### src/rtl/ann_window_sequencer.sv
// ann_window_sequencer
//
// Sequences the per-window neuron evaluation that feeds the face classifier.
// One start runs N_WINDOWS windows back to back, which is one classifier
// decision frame. Each window walks N_INPUTS pixel/weight pairs, accumulates
// their signed products, adds the bias, and presents the result on Z with a
// one-cycle classify strobe.
//
// Optional feature macro: ANN_SEQ_ABORT_EN
//   defined     -> adds input 'abort'. It returns any running frame to IDLE
//                  without classify or done, and Z keeps its last value.
//   not defined -> no abort port; only RST interrupts a frame.
//
// Ports
//   Clk       in   1        system clock, all state on rising edge
//   RST       in   1        synchronous active-high reset
//   start     in   1        begin a frame (sampled only in IDLE)
//   pix_addr  out  PIX_AW   pixel RAM read address
//   pix_data  in   8        signed pixel, valid one cycle after address
//   wt_addr   out  WT_AW    weight RAM read address
//   wt_data   in   8        signed weight, valid one cycle after address
//   bias      in   16       signed bias, static during a frame
//   Z         out  32       signed neuron sum, registered
//   classify  out  1        one-cycle strobe, Z valid while high
//   win_idx   out  8        current window 0..N_WINDOWS-1
//   busy      out  1        high in every state except IDLE
//   done      out  1        one-cycle pulse after the final window's strobe
//   abort     in   1        (ANN_SEQ_ABORT_EN only) cancel the running frame
//
// Parameters
//   N_INPUTS  products per window
//   N_WINDOWS windows per frame
//   PIX_AW    pixel address width, 2**PIX_AW >= N_INPUTS*N_WINDOWS
//   WT_AW     weight address width, 2**WT_AW >= N_INPUTS

module ann_window_sequencer #(
    parameter int N_INPUTS  = 64,
    parameter int N_WINDOWS = 42,
    parameter int PIX_AW    = 12,
    parameter int WT_AW     = 6
) (
    input  logic              Clk,
    input  logic              RST,
    input  logic              start,
    output logic [PIX_AW-1:0] pix_addr,
    input  logic [7:0]        pix_data,
    output logic [WT_AW-1:0]  wt_addr,
    input  logic [7:0]        wt_data,
    input  logic [15:0]       bias,
    output logic [31:0]       Z,
    output logic              classify,
    output logic [7:0]        win_idx,
    output logic              busy,
`ifdef ANN_SEQ_ABORT_EN
    input  logic              abort,
`endif
    output logic              done
);

    typedef enum logic [2:0] {
        S_IDLE  = 3'd0,
        S_LOAD  = 3'd1,
        S_DRAIN = 3'd2,
        S_EMIT  = 3'd3,
        S_DONE  = 3'd4
    } state_t;

    localparam logic [WT_AW-1:0] K_LAST = WT_AW'(N_INPUTS - 1);
    localparam logic [7:0]       W_LAST = 8'(N_WINDOWS - 1);

    state_t            r_state;
    logic [WT_AW-1:0]  r_k;          // element index inside the window; doubles as wt_addr
    logic [PIX_AW-1:0] r_pix_addr;
    logic [23:0]       r_acc;
    logic [31:0]       r_z;
    logic              r_classify;
    logic [7:0]        r_win_idx;
    logic              r_busy;
    logic              r_done;

    logic              w_abort;
    logic [15:0]       w_pix_ext;
    logic [15:0]       w_wt_ext;
    logic [15:0]       w_prod;
    logic [23:0]       w_acc_plus;
    logic [23:0]       w_sum;

`ifdef ANN_SEQ_ABORT_EN
    assign w_abort = abort;
`else
    assign w_abort = 1'b0;
`endif

    // Sign-extend both operands to 16 bits; the low 16 bits of the unsigned
    // product then equal the signed 8x8 product, which always fits in 16 bits.
    assign w_pix_ext  = {{8{pix_data[7]}}, pix_data};
    assign w_wt_ext   = {{8{wt_data[7]}}, wt_data};
    assign w_prod     = w_pix_ext * w_wt_ext;
    assign w_acc_plus = r_acc + {{8{w_prod[15]}}, w_prod};
    assign w_sum      = w_acc_plus + {{8{bias[15]}}, bias};

    always_ff @(posedge Clk) begin
        if (RST) begin
            r_state    <= S_IDLE;
            r_k        <= '0;
            r_pix_addr <= '0;
            r_acc      <= '0;
            r_z        <= '0;
            r_classify <= 1'b0;
            r_win_idx  <= '0;
            r_busy     <= 1'b0;
            r_done     <= 1'b0;
        end else if (w_abort && (r_state != S_IDLE)) begin
            // Cancel the frame: no strobe, no done, Z untouched.
            r_state    <= S_IDLE;
            r_k        <= '0;
            r_acc      <= '0;
            r_classify <= 1'b0;
            r_busy     <= 1'b0;
            r_done     <= 1'b0;
        end else begin
            case (r_state)
                S_IDLE: begin
                    r_k        <= '0;
                    r_win_idx  <= '0;
                    r_acc      <= '0;
                    r_classify <= 1'b0;
                    r_done     <= 1'b0;
                    if (start) begin
                        r_state    <= S_LOAD;
                        r_busy     <= 1'b1;
                        r_pix_addr <= '0;
                    end
                end

                S_LOAD: begin
                    // RAM data lags the address by one cycle, so the first
                    // LOAD cycle has no product to accumulate yet.
                    if (r_k != '0) begin
                        r_acc <= w_acc_plus;
                    end
                    if (r_k == K_LAST) begin
                        r_state <= S_DRAIN;
                    end else begin
                        r_k        <= r_k + WT_AW'(1);
                        r_pix_addr <= r_pix_addr + PIX_AW'(1);
                    end
                end

                S_DRAIN: begin
                    r_z        <= {{8{w_sum[23]}}, w_sum};
                    r_classify <= 1'b1;
                    r_state    <= S_EMIT;
                end

                S_EMIT: begin
                    r_classify <= 1'b0;
                    r_acc      <= '0;
                    r_k        <= '0;
                    if (r_win_idx == W_LAST) begin
                        r_state <= S_DONE;
                        r_done  <= 1'b1;
                    end else begin
                        // Windows are contiguous in pixel memory, so the next
                        // base is simply one past the last address used.
                        r_win_idx  <= r_win_idx + 8'd1;
                        r_pix_addr <= r_pix_addr + PIX_AW'(1);
                        r_state    <= S_LOAD;
                    end
                end

                S_DONE: begin
                    r_done  <= 1'b0;
                    r_busy  <= 1'b0;
                    r_state <= S_IDLE;
                end

                default: begin
                    r_state <= S_IDLE;
                    r_busy  <= 1'b0;
                end
            endcase
        end
    end

    assign pix_addr = r_pix_addr;
    assign wt_addr  = r_k;
    assign Z        = r_z;
    assign classify = r_classify;
    assign win_idx  = r_win_idx;
    assign busy     = r_busy;
    assign done     = r_done;

endmodule

### config.mk
export PLATFORM = sky130hd
export DESIGN_NAME = ann_window_sequencer
export DESIGN_NICKNAME = d
export VERILOG_FILES = /design/src/rtl/ann_window_sequencer.sv
export SDC_FILE = /design/constraint.sdc
export NUM_CORES = 1
export LEC_CHECK = 0
export CELL_PAD_IN_SITES_DETAIL_PLACEMENT = 0
export CELL_PAD_IN_SITES_GLOBAL_PLACEMENT = 1
export CORE_ASPECT_RATIO = 1.5
export CORE_MARGIN = 2
export CORE_UTILIZATION = 43
export CTS_CLUSTER_DIAMETER = 60
export CTS_CLUSTER_SIZE = 14
export DETAILED_ROUTE_END_ITERATION = 8
export MAX_ROUTING_LAYER = met4
export PLACE_DENSITY = 0.79
export SYNTH_ARGS = -nofsm -noshare
export SYNTH_HDL_FRONTEND = slang
export SYNTH_SLANG_ARGS = --single-unit
### constraint.sdc
create_clock -name Clk -period 10.2 [get_ports Clk]
set_input_delay 1.02 -clock Clk [delete_from_list [all_inputs] [get_ports Clk]]
set_output_delay 1.02 -clock Clk [all_outputs]
set_load 0.05 [all_outputs]
==> flow_summary.toml <==
[setup_path]
path_max_fanout = 8
startpoint_type = "input pin"
rr_worst_depth = 19
critPathArrivalTime_ps = 9050
required_ps = 10430
cpMaxStageDelayCell = "clkdlybuf4s50_1"
worst-setup-path-type = "in2reg"
worstSetupEndpointType = "flop"
cpPeakStageDelay_ps = 570
r2r_slack_ps = 5630

[synth]
seq_area_frac_synth_pct = 19.8
synth_seq_cells = 80
synthDistinctLibCells = 70
synth_fp_nets = 1154
syn_inst = 977
synth_edf_count = 0
yosys-top-cells-area = "dfxtp_1 20%, fa_1 14%, ha_1 13%"
synth_top_area_share_pct = 19.8
yosys_warnings = 0
synthFlopType = "dfxtp_1"
syn_area_um2 = 8090
synth_top_area_cell = "dfxtp_1"
synth_async_sr_flop_share_pct = 0
syn_avg_cell_area_um2 = 8.28

[global_route]
antenna_found_initial = 0
grt_use_total_pct = 20.6
grt_max_degree = 62
grt_pass1_vias = 7047
overflow = 0
grt_pass1_wl_um = 32400

[die]
die_h_um = 172
die_w_um = 116
io_pins = 96
core_um2 = 18500
dieArea_um2 = 20000
rows = 61
initial_utilization_pct = 43.8

[clock_tree]
cts_buffers = 9
clockBufferDepth = 2
numClockSinks = 80
clkTransAtPathRegs_ps = 70
cts_setup_buffers = 0
clk_latency_ps = 350
cts.repair.resized = 0
tritoncts = "built"
cts-root-buf = "clkbuf_16"
cts_htree_levels = 3
hold_buffers = 0

[timing]
finalSetupTns_ps = 0
final_max_slew_viol_count = 0
min_period_ps = 8820
fmax_ghz = 0.113
rsz0062_at_grt = "no"
worst_pin_slew_ps = 1120
timing.slew.headroom_pct = 25.5
hold_viol_final = 0
finalClockSkew_ps = 13.5
fin_crit_sh_pct = 86.5
finalSetupViolations = 0

[placed_design]
postPlaceCellArea_um2 = 9200
hpwl_um = 15200
port_buffers = 95
gp_congestion = 0.856

[layout]
layout.nets = 1231
final_area_um2 = 9490
num_antenna_cells = 0
syn_to_final_growth_pct = 17.2
drive_gt1_share_pct = 3.78

[route]
wire_per_inst_um = 14.7
firstDrtPassIters = 4
drtIter0Drc = 159
ant_nets = 0
drc = 0
via_per_inst = 5.14
vias = 6738
routed_wl_um = 19200

[run]
maxCapViolCount = 0

[worst_hold_path]
worstHoldPathType = "reg2reg"
holdPathStages = 2

[run_status]
status = "finished, final reports clean"
[cells by family (layout without fill, tap and decap cells)]
| logic type | Yosys count | in the layout | share of synthesized area, % |
|---|---|---|---|
| and+or+nand+nor | 323 | 323 | 19.7 |
| AOI/OAI and AO/OA | 201 | 201 | 16.0 |
| buffers and inverters | 149 | 231 | 7.67 |
| adders and majority gates | 142 | 142 | 27.2 |
| DFF | 80 | 80 | 19.8 |
| xor gates and xnor gates | 77 | 77 | 8.89 |
| muxes | 5 | 5 | 0.634 |
[sequential cells by signal, summed over array words and instances, names as in the netlist]
| register | flops |
|---|---|
| Z | 24 |
| classify | 1 |
| r_state | 3 |
| busy | 1 |
| win_idx | 8 |
| wt_addr | 6 |
| done | 1 |
| r_acc | 24 |
| pix_addr | 12 |
[layout make-up]
cell class | instances | area (µm²)
repair buffers | 98 | 968
clock buffers | 9 | 225
flip-flops and latches | 80 | 1600
fillers | 1835 | 8980
clock inverters | 7 | 61.3
multi-input cells | 748 | 5880
inverters | 117 | 439
well taps | 252 | 315
[through the flow]
step	utilization [%]	hold WS, ps	instances	worst slack, ps
final	51.4	455	1311	1380
after CTS	51.4	458	1311	1380
after global routing	51.4	479	1311	902
after floorplan	-	448	977	2610
after detailed placement	49.8	444	1295	1070
after global placement	49.8	441	1295	1120
[path summary, 6_finish.rpt]
path / to / from
hold reg to reg: Z[17] / Z[17]
setup / recovery: Z[22] / pix_data[3]
hold / removal: Z[17] / Z[17]
setup reg to reg: Z[22] / r_acc[0]
[cell usage after synthesis, types with 11 or more instances]
cell type	n
nand2_1	94
a21o_1	17
clkbuf_1	19
nand4_1	16
fa_1	57
o21ai_0	20
dfxtp_1	80
nand3_1	34
inv_1	116
ha_1	85
xor2_1	28
nor2b_1	11
and2_1	48
xnor2_1	45
a21oi_1	84
nor2_1	64
nor3_1	15
[worst max-delay path, delay by kind of cell]
kind | cells | cell delay [ps]
adders and majority gates | 7 | 3100
AOI/OAI and AO/OA | 14 | 2710
and+or+nand+nor | 5 | 860
buffers and inverters | 5 | 780
xor gates and xnor gates | 3 | 570
[cell usage in the layout (no fill, tap or decap), types with 5 or more instances in the layout]
master	instances
o21a_1	10
a21oi_1	84
o21bai_1	8
and2_1	48
xor2_1	28
o21ai_0	20
nor2b_1	11
o211ai_1	5
o21ai_1	8
a31oi_1	8
ha_1	85
a21o_1	17
xnor2_1	45
fa_1	57
inv_1	116
nand3_1	34
nand2_1	94
nand4_1	16
clkbuf_16	9
and3_1	6
a211oi_1	8
nor2_1	64
nand2b_1	8
dfxtp_1	80
nor3b_1	6
nor3_1	15
clkdlybuf4s50_1	94
[routing by layer]
layer | part of all wire, % | wire (µm) | track usage [%] | vias to the layer above
li1 | - | - | - | 3441
met1 | 43 | 8260 | 23.4 | 3178
met2 | 53 | 10100 | 38.2 | 102
met3 | 3.0 | 575 | 2.10 | 17
met4 | 1.3 | 251 | 5.80 | 0
met5 | 0 | 0 | - | -
Power is not shown: default switching activity piles up to over one toggle a cycle in this logic, so the estimate is an artifact.
